<file path="src/rtl/lsu_ctrl.sv">
// Load/store unit: takes one memory op at a time from EXU control, runs a single
// AXI4-Lite-style read or write, and returns the aligned/extended result to write-back.
module lsu_ctrl #(
  parameter int ADDR_W = 32,
  parameter int DATA_W = 32
) (
  input  logic              i_clock,
  input  logic              i_reset,
  input  logic              i_valid,
  output logic              o_ready,
  input  logic              i_ren,
  input  logic              i_wen,
  input  logic [2:0]        i_funct3,
  input  logic [ADDR_W-1:0] i_addr,
  input  logic [DATA_W-1:0] i_wdata,
  input  logic [4:0]        i_reg_rd,
  input  logic              i_reg_wen,
  input  logic [31:0]       i_upc,
  output logic              o_valid,
  input  logic              i_ready,
  output logic [DATA_W-1:0] o_result,
  output logic [4:0]        o_reg_rd,
  output logic              o_reg_wen,
  output logic [31:0]       o_upc,
  output logic              o_fault,
  output logic [ADDR_W-1:0] o_araddr,
  output logic              o_arvalid,
  input  logic              i_arready,
  input  logic [DATA_W-1:0] i_rdata,
  input  logic [1:0]        i_rresp,
  input  logic              i_rvalid,
  output logic              o_rready,
  output logic [ADDR_W-1:0] o_awaddr,
  output logic              o_awvalid,
  input  logic              i_awready,
  output logic [DATA_W-1:0] o_wdata,
  output logic [3:0]        o_wstrb,
  output logic              o_wvalid,
  input  logic              i_wready,
  input  logic [1:0]        i_bresp,
  input  logic              i_bvalid,
  output logic              o_bready
);

  typedef enum logic [2:0] {IDLE, AR, R, AW_W, B, DONE} state_t;
  state_t state, state_nx;

  logic [ADDR_W-1:0] addr_q;
  logic [2:0]        funct3_q;
  logic [DATA_W-1:0] wdata_q, rdata_q, d;
  logic [4:0]        rd_q;
  logic              reg_wen_q, load_q, misal_q, err_q;
  logic              aw_done, w_done, accept, misal, aw_hs, w_hs;
  logic [1:0]        sh;

  assign accept = i_valid && o_ready && (i_ren || i_wen);
  // H/HU need even addresses, W needs word alignment; B is never misaligned
  assign misal  = (i_funct3[1:0] == 2'b01 && i_addr[0]) ||
                  (i_funct3[1:0] == 2'b10 && i_addr[1:0] != 2'b00);
  assign aw_hs  = o_awvalid && i_awready;
  assign w_hs   = o_wvalid && i_wready;

  always_ff @(posedge i_clock) begin
    if (i_reset) begin
      state   <= IDLE;
      aw_done <= 1'b0;
      w_done  <= 1'b0;
    end else begin
      state <= state_nx;
      if (accept) begin
        aw_done <= 1'b0;
        w_done  <= 1'b0;
      end
      if (aw_hs) aw_done <= 1'b1;
      if (w_hs)  w_done  <= 1'b1;
    end
  end

  // datapath registers need no reset; every output that could leak them is gated by state
  always_ff @(posedge i_clock) begin
    if (accept) begin
      addr_q    <= i_addr;
      funct3_q  <= i_funct3;
      wdata_q   <= i_wdata;
      rd_q      <= i_reg_rd;
      reg_wen_q <= i_reg_wen;
      o_upc     <= i_upc;
      load_q    <= i_ren;
      misal_q   <= misal;
      err_q     <= 1'b0;
    end
    if (state == R && i_rvalid) begin
      rdata_q <= i_rdata;
      err_q   <= |i_rresp;
    end
    if (state == B && i_bvalid) err_q <= |i_bresp;
  end

  always_comb begin
    state_nx = state;
    case (state)
      IDLE: if (accept) state_nx = misal ? DONE : (i_ren ? AR : AW_W);
      AR:   if (i_arready) state_nx = R;
      R:    if (i_rvalid) state_nx = DONE;
      AW_W: if ((aw_done || aw_hs) && (w_done || w_hs)) state_nx = B;
      B:    if (i_bvalid) state_nx = DONE;
      DONE: if (i_ready) state_nx = IDLE;
      default: state_nx = IDLE;
    endcase
  end

  assign sh        = addr_q[1:0];
  assign o_ready   = (state == IDLE);
  assign o_valid   = (state == DONE);
  assign o_arvalid = (state == AR);
  assign o_rready  = (state == R);
  assign o_awvalid = (state == AW_W) && !aw_done;
  assign o_wvalid  = (state == AW_W) && !w_done;
  assign o_bready  = (state == B);
  assign o_araddr  = addr_q;
  assign o_awaddr  = addr_q;
  assign o_wdata   = wdata_q << {sh, 3'b000};
  assign o_reg_rd  = rd_q;
  assign o_fault   = o_valid && (misal_q || err_q);
  assign o_reg_wen = o_valid && reg_wen_q && load_q && !misal_q && !err_q;

  always_comb begin
    case (funct3_q[1:0])
      2'b00:   o_wstrb = 4'b0001 << sh;
      2'b01:   o_wstrb = 4'b0011 << sh;
      default: o_wstrb = 4'b1111;
    endcase
  end

  assign d = rdata_q >> {sh, 3'b000};

  always_comb begin
    o_result = '0;
    if (o_valid && load_q && !misal_q) begin
      case (funct3_q)
        3'b000:  o_result = {{24{d[7]}}, d[7:0]};
        3'b001:  o_result = {{16{d[15]}}, d[15:0]};
        3'b100:  o_result = {24'd0, d[7:0]};
        3'b101:  o_result = {16'd0, d[15:0]};
        default: o_result = d;
      endcase
    end
  end

endmodule

</file>
<file path="config.mk">
export PLATFORM = sky130hd
export DESIGN_NAME = lsu_ctrl
export DESIGN_NICKNAME = d
export VERILOG_FILES = /design/src/rtl/lsu_ctrl.sv
export SDC_FILE = /design/constraint.sdc
export NUM_CORES = 1
export LEC_CHECK = 0
export ABC_CLOCK_PERIOD_IN_PS = 19350
export BUFFER_PORTS_ARGS = -buffer_cell sky130_fd_sc_hd__buf_2
export CAP_MARGIN = 5
export CORE_MARGIN = 10
export CORE_UTILIZATION = 27
export CTS_BUF_LIST = sky130_fd_sc_hd__clkbuf_8
export CTS_CLUSTER_SIZE = 12
export DETAILED_ROUTE_END_ITERATION = 16
export SLEW_MARGIN = 25
export SYNTH_ARGS = -nofsm -noshare
export SYNTH_HDL_FRONTEND = slang
export SYNTH_SLANG_ARGS = --single-unit
</file>
<file path="constraint.sdc">
create_clock -name i_clock -period 19.35 [get_ports i_clock]
set_input_delay 3.87 -clock i_clock [delete_from_list [all_inputs] [get_ports i_clock]]
set_output_delay 3.87 -clock i_clock [all_outputs]
set_load 0.005 [all_outputs]
</file>
==> metrics.yaml, run 1 <==
run_status:
  status: "finished clean"
route:
  drt_pass1_iterations: 4
  viasPerCell: 4.380
  drt-wirelength-per-cell_um: 18.74
  drt_wl_total_um: 19480
  ant_nets: 0
  dr.first_iter.drc_count: 201
  drc: 0
  vias: 4551
power_and_ir_drop:
  p_leak_nw: 3.611
  power.internal_w: 0.0006505
  seq_power_share: 0.480
  comb_power_share: 0.275
  power.switching_w: 0.0003464
  ir_drop_uv: 113.8
  p_sw_frac: 0.3475
  power.density_mw_per_mm2: 120.6
  power.total_w: 0.0009968
  power_frac_clock: 0.244
sta:
  relSlewSlack: 0.4565
  final.setup.tns_ns: 0
  worstMarginPinSlew_ns: 0.8116
  hold_ws_ns: 0.5436
  fmax_ghz: 0.1437
  min_period_ns: 6.958
  setup_viol: 0
  grt_setup_unrepaired: "false"
  setup_slack_ns: 12.39
  hold_viol: 0
  clock_skew_ns: 0.01228
  min_period_over_period: 0.3596
  slew_violations: 0
clock_network:
  cts_resized: 0
  h-tree-depth: 4
  numClockSinks: 145
  cts_buffer_depth: 2
  clkTransAtPathRegs_ns: 0.09
  hold_buffers: 0
  cts_made_buffers: 17
  root_buffer: "clkbuf_8"
  cts_tree: "done"
  cts_setup_buffers: 0
  clk-insertion-delay-late_ns: 0.45
floorplanning:
  ioPinCount: 330
  coreArea_sq_mm: 0.02250
  fp.dieW_um: 170.9
  dieArea_sq_mm: 0.02921
  rows: 55
  start_util: 0.2733
  die_h_um: 170.9
worst_setup_path:
  worstSetupStartpoint: "o_araddr[1]$_DFFE_PP_"
  rr_startpoint: "state[2]$_SDFFE_PP0P_"
  arrival_ns: 3.09
  cp-end-kind: "primary output"
  cp.required_ns: 15.48
  cp-start-kind: "flip-flop"
  worstSetupPathType: "flip-flop to primary output"
  path_max_fanout: 64
global_route:
  use_met1: 0.1466
  grtUsageMet2: 0.2026
  top_usage_layer: "met2"
  grt_max_degree: 71
  grt_pass1_wl_um: 28540
  antenna_found_initial: 8
  grt_pass1_vias: 4868
  gr-total-overflow: 0
  grt_use_total: 0.1281
  use_met3: 0.06244
final_layout:
  layout_commonest_cell: "buf_2"
  final_cell_mix: "buf_2 (329), edfxtp_1 (140), nand2_1 (45), mux2i_1 (34), a211oi_1 (23)"
  syn_to_final_growth_pct: 34.40
  drive_gt1_frac: 0.5053
  nFillCells: 2227
  nets: 889
yosys:
  seq_area_frac_synth: 0.6999
  async_flop_share: 0
  ys.flop_type: "edfxtp_1"
  syn-cell-area_sq_mm: 0.006150
  syn_area_per_cell_sq_um: 13.91
  yosys_warnings: 0
  ys_ff_latch: 145
  syn-instance-count: 442
  synth_edf_count: 140
  synth_fp_nets: 594
  synth.distinct_cells: 39
worst_hold_path:
  holdCritPathClass: "flip-flop to flip-flop"
  hp-start: "w_done$_SDFFE_PP0P_"
placed_design:
  dp_slack_ns: 12.79
  port_buffers: 329
  dp_hpwl_um: 15220
  gp_congestion: 0.8326
run:
  cap_violations: 0
==> power groups by stage <==
| stage | Clock [W] | Combinational [W] | Sequential [W] |
|---|---|---|---|
| CTS | 0.000254 | 0.000282 | 0.000479 |
| finish | 0.000244 | 0.000274 | 0.000479 |
| global placement | 0 | 0.000280 | 0.000484 |
| detailed placement | 0 | 0.000282 | 0.000486 |
| global route | 0.000268 | 0.000306 | 0.000488 |
| floorplan | 0 | 0.000164 | 0.000505 |
==> metrics by stage <==
| step | cells | area (sq um) | utilization |
|---|---|---|---|
| 6_report | 1039 | 8265 | 0.3673 |
| 5_1_grt | 1036 | 8258 | 0.3670 |
| 4_1_cts | 1035 | 8255 | 0.3669 |
| 3_5_place_dp | 1003 | 7843 | 0.3485 |
| 3_3_place_gp | 1003 | 7839 | 0.3483 |
| 2_1_floorplan | 442 | 6150 | - |
==> area by class of cell <==
| type | count | area (sq um) | area share |
|---|---|---|---|
| sequential | 145 | 4304 | 0.5207 |
| timing repair buffer | 334 | 1684 | 0.2038 |
| multi-input combinational | 234 | 1479 | 0.1789 |
| tap | 285 | 356.6 | 0.04314 |
| clock buffer | 17 | 234.0 | 0.02831 |
| clock inverter | 15 | 178.9 | 0.02165 |
| inverter | 5 | 18.77 | 0.002271 |
| antenna | 4 | 10.01 | 0.001211 |
==> path summary, 6_finish.rpt <==
| check | slack [ns] | cells past startpoint | to |
|---|---|---|---|
| hold reg to reg | 0.54 | 2 | w_done$_SDFFE_PP0P_ |
| setup reg to reg | 17.34 | 3 | wdata_q[30]$_DFFE_PP_ |
| setup / recovery | 12.39 | 7 | o_result[20] |
| hold / removal | 0.54 | 2 | w_done$_SDFFE_PP0P_ |
==> cell usage after synthesis (all sizes together) (4+ instances only) <==
library cell	n	area [sq um]
buf	46	320.3
mux2i	34	340.3
o21ai	27	146.4
a211oi	23	172.7
dfxtp	5	100.1
nand2	45	168.9
a21oi	21	105.1
edfxtp	140	4204
nor2	22	82.58
inv	5	18.77
clkbuf	12	45.04
or3	4	25.02
and2	10	62.56
nor2b	17	106.4
nor3	6	30.03
==> registers in the layout, summed over array words and instances (netlist names), 3 cells and up <==
signal    cells
o_araddr     32
wdata_q      32
o_upc        32
o_reg_rd      5
rdata_q      32
state         3
funct3_q      3
==> routing by layer <==
layer,routed length [um],up-vias
li1,-,2194
met1,7735,2116
met2,9337,203
met3,2046,28
met4,300,10
met5,56,-
==> critical path, stage by stage (launching register included) <==
cell	delay [ns]
edfxtp_1	0.33
buf_4	0.58
nor2b_2	0.35
o2bb2ai_1	0.23
and2_1	0.20
o21ai_2	0.62
o21ai_1	0.16
buf_2	0.17
==> cells by family after synthesis <==
kind of cell,share of synthesized area
buf+inv,0.06246
mux,0.05900
simple gates,0.09746
flops,0.6999
compound gates,0.08118
(Power assumes the default switching activity.)
==> run 2: changes to the inputs <==
Settings changed: ABC_AREA set to 1, ABC_CLOCK_PERIOD_IN_PS 19350 to 7200.
Clock period 19.35 ns to 7.2 ns, I/O delays scaled along.
==> run 2 against run 1 <==
Effect of this change: sequential share of layout area fell by 0.25 points; cell area rose by 0.48%; core utilization rose by 0.18 points; total power rose by 140%; hold slack got worse by 0.063 ns; sequential cell count did not move; synthesized cell count rose by 18%; via count rose by 9.1%.
==> metrics.yaml, run 2 <==
floorplanning:
  die_h_um: 171.0  # was 170.9 um
  ioPinCount: 330  # unchanged
  fp.dieW_um: 171.0  # was 170.9 um
  start_util: 0.2736  # was 0.2733
  coreArea_sq_mm: 0.02250  # unchanged
  rows: 55  # unchanged
  dieArea_sq_mm: 0.02924  # was 0.02921 sq mm
global_route:
  antenna_found_initial: 8  # unchanged
  gr-total-overflow: 0  # unchanged
  grt_pass1_vias: 5346  # was 4,868
  grt_max_degree: 93  # was 71
  grt_pass1_wl_um: 31150  # was 28,540 um
  grt_use_total: 0.1419  # was 0.1281
yosys:
  yosysMostFrequentCell: "edfxtp_1"  # unchanged
  synth.distinct_cells: 29  # was 39
  syn_area_per_cell_sq_um: 11.84  # was 13.91 sq um
  synth_commonest_cells: "edfxtp_1 (140), nand2_1 (94), nor2_1 (51), inv_1 (40), o21ai_0 (37)"  # was edfxtp_1 (140), nand2_1 (45), mux2i_1 (34), buf_4 (32), a211oi_1 (23)
  synth_edf_count: 140  # unchanged
  async_flop_share: 0  # unchanged
  synth_fp_nets: 672  # was 594
  synth.top_cell.area_share: 0.6829  # was 0.6836
  yosys-top-cells-area: "edfxtp_1 (68%), nand2_1 (5.7%), buf_4 (4.3%)"  # was edfxtp_1 (68%), mux2i_1 (5.5%), buf_4 (3.9%)
  yosys_warnings: 0  # unchanged
  ys_ff_latch: 145  # unchanged
  syn-cell-area_sq_mm: 0.006156  # was 0.006150 sq mm
  seq_area_frac_synth: 0.6992  # was 0.6999
  ys.flop_type: "edfxtp_1"  # unchanged
  syn-instance-count: 520  # was 442
  synth_top_area_cell: "edfxtp_1"  # unchanged
sta:
  min_period_over_period: 0.6530
  hold_ws_ns: 0.4810  # was 0.5436 ns
  relSlewSlack: 0.4290  # was 0.4565
  min_period_ns: 4.702
  worstMarginPinSlew_ns: 0.8556  # was 0.8116 ns
  fmax_ghz: 0.2127
  grt_setup_unrepaired: "false"  # unchanged
  slew_violations: 0  # unchanged
  final.setup.tns_ns: 0  # unchanged
  setup_viol: 0  # unchanged
  hold_viol: 0  # unchanged
  clock_skew_ns: 0.01369  # was 0.01228 ns
final_layout:
  final_core_util: 0.3691  # was 0.3673
  final_area_sq_mm: 0.008305  # was 0.008265 sq mm
  layout_commonest_cell: "buf_2"  # unchanged
  nFillCells: 2220  # was 2,227
  syn_to_final_growth_pct: 34.92  # was 34.40%
  drive_gt1_frac: 0.4730  # was 0.5053
  nets: 972  # was 889
  multiInputGateArea_sq_mm: 0.001353  # was 0.001479 sq mm
  final_cells: 1122  # was 1,039
  seqCellArea_sq_mm: 0.004304  # unchanged
  final_cell_mix: "buf_2 (329), edfxtp_1 (140), nand2_1 (94), nor2_1 (50), inv_1 (40)"  # was buf_2 (329), edfxtp_1 (140), nand2_1 (45), mux2i_1 (34), a211oi_1 (23)
clock_network:
  cts_tree: "done"  # unchanged
  cts_made_buffers: 17  # unchanged
  clkTransAtPathRegs_ns: 0.09  # about the same
  cts_resized: 0  # unchanged
  hold_buffers: 0  # unchanged
  cts_setup_buffers: 0  # unchanged
  numClockSinks: 145  # unchanged
  cts_buffer_depth: 2  # unchanged
  clk-insertion-delay-late_ns: 0.45  # about the same
  h-tree-depth: 4  # unchanged
  root_buffer: "clkbuf_8"  # unchanged
worst_setup_path:
  worstSetupStartpoint: "o_araddr[0]$_DFFE_PP_"  # was o_araddr[1]$_DFFE_PP_
  rr_startpoint: "state[0]$_SDFFE_PP0P_"  # was state[2]$_SDFFE_PP0P_
  critPathTopFamily: "simple AND/OR/NAND/NOR gates"  # was compound AO/OA/AOI/OAI gates
  cp.required_ns: 5.76  # was 15.48 ns
  cp_slowest_stage_delay_ns: 0.76  # was 0.62 ns
  cp-start-kind: "flip-flop"  # unchanged
  path_buf_inv: 2  # unchanged
  rr_worst_depth: 4  # was 3
  arrival_ns: 3.26  # was 3.09 ns
  critPathSlowestCell: "nor2_2"  # was o21ai_2
  worstSetupPathType: "flip-flop to primary output"  # unchanged
  worstPathCellList: "nor2_2 -> inv_1 -> or2_2 -> o2111ai_1 -> a21oi_1 -> buf_2"  # was buf_4 -> nor2b_2 -> o2bb2ai_1 -> and2_1 -> o21ai_2 -> o21ai_1 -> buf_2
  path_max_fanout: 23  # was 64
  cp-end-kind: "primary output"  # unchanged
  endpoint: "o_result[8]"  # was o_result[20]
  timing.rr.end: "wdata_q[20]$_DFFE_PP_"  # was wdata_q[30]$_DFFE_PP_
  r2r_slack_ns: 4.97  # was 17.34 ns
  crit_cells: 6  # was 7
route:
  viasPerCell: 4.423  # was 4.380
  dr.first_iter.drc_count: 307  # was 201
  drc: 0  # unchanged
  drt-wirelength-per-cell_um: 19.14  # was 18.74 um
  vias: 4963  # was 4,551
  drt_pass1_iterations: 6  # was 4
  drt_wl_total_um: 21480  # was 19,480 um
  ant_nets: 0  # unchanged
power_and_ir_drop:
  comb_power_share: 0.239  # was 0.275
  power.density_mw_per_mm2: 291.9  # was 120.6 mW/mm^2
  p_sw_frac: 0.3279  # was 0.3475
  seq_power_share: 0.478  # was 0.480
  ir_drop_uv: 125.6  # was 113.8 uV
  power.internal_w: 0.001630  # was 0.0006505 W
  power.switching_w: 0.0007949  # was 0.0003464 W
  power_frac_clock: 0.283  # was 0.244
  p_leak_nw: 3.736  # was 3.611 nW
placed_design:
  dp_hpwl_um: 16990  # was 15,220 um
  port_buffers: 329  # unchanged
  dpl.cell_count: 1086  # was 1,003
  dpl_cell_area_sq_mm: 0.007870  # was 0.007843 sq mm
  gp_congestion: 0.8286  # was 0.8326
worst_hold_path:
  holdCritPathClass: "flip-flop to flip-flop"  # unchanged
run:
  cap_violations: 0  # unchanged
run_status:
  status: "finished clean"  # unchanged
## run 2: cell types whose count changed in the layout (fill, tap and decap cells not counted), moves of 16 or more
cell,previous run,this run
nor2b_1,16,0
o21ai_0,18,37
a211oi_1,23,0
inv_1,5,40
nor2_1,22,50
mux2i_1,34,0
nand2_1,45,94
## run 2: kinds of logic (layout without fill, tap and decap cells)
logic type	Yosys count	after routing	share of synthesized area
flops	145	145	0.6992
simple gates	195	195	0.1392
other cells	0	4	0
buf+inv	96	409	0.08313
compound gates	84	84	0.07846
## run 2: metal layers
metal / global-route usage / routed length [um] / up-vias
li1: - / - / 2379
met1: 0.1597 / 8342 / 2298
met2: 0.2282 / 10300 / 249
met3: 0.07535 / 2531 / 27
met4: 0.04234 / 243 / 10
met5: 0 / 59 / -
## run 2: power groups by stage
stage,sequential [W],combinational [W],clock (W)
finish,0.00116,0.000580,0.000686
global route,0.00118,0.000655,0.000746
CTS,0.00116,0.000592,0.000715
detailed placement,0.00118,0.000594,0
global placement,0.00118,0.000589,0
floorplan,0.00119,0.000328,0
## run 2: worst min-delay path by stage
| stage | from | end | slack (ns) | depth (start not counted) |
|---|---|---|---|---|
| after floorplan | aw_done$_SDFFE_PP0P_ | aw_done$_SDFFE_PP0P_ | 0.45 | 2 |
| after global placement | aw_done$_SDFFE_PP0P_ | aw_done$_SDFFE_PP0P_ | 0.47 | 2 |
| after detailed placement | aw_done$_SDFFE_PP0P_ | aw_done$_SDFFE_PP0P_ | 0.47 | 2 |
| after CTS | aw_done$_SDFFE_PP0P_ | aw_done$_SDFFE_PP0P_ | 0.49 | 2 |
| after global routing | aw_done$_SDFFE_PP0P_ | aw_done$_SDFFE_PP0P_ | 0.54 | 2 |
| final | aw_done$_SDFFE_PP0P_ | aw_done$_SDFFE_PP0P_ | 0.48 | 2 |
## run 2: cell type report
cell class              count  area share
diodes                      4    0.001205
multi-input cells         279      0.1629
well taps                 285     0.04293
repair buffers            333      0.2034
clock buffers              17     0.02817
inverters                  44     0.02019
flip-flops and latches    145      0.5182
clock inverters            15     0.02305
## run 2: through the flow
step / total power (W) / setup slack [ns]
after CTS: 0.002467 / 2.425
after detailed placement: 0.001771 / 2.959
after floorplan: 0.001517 / 0.5730
after global placement: 0.001764 / 3.059
final: 0.002425 / 2.498
after global routing: 0.002577 / 2.192
## run 2: tightest hold or removal path, stage by stage, from the launching register on
cell     delay (ns)
dfxtp_1        0.32
o21ai_0        0.07
a21oi_1        0.06
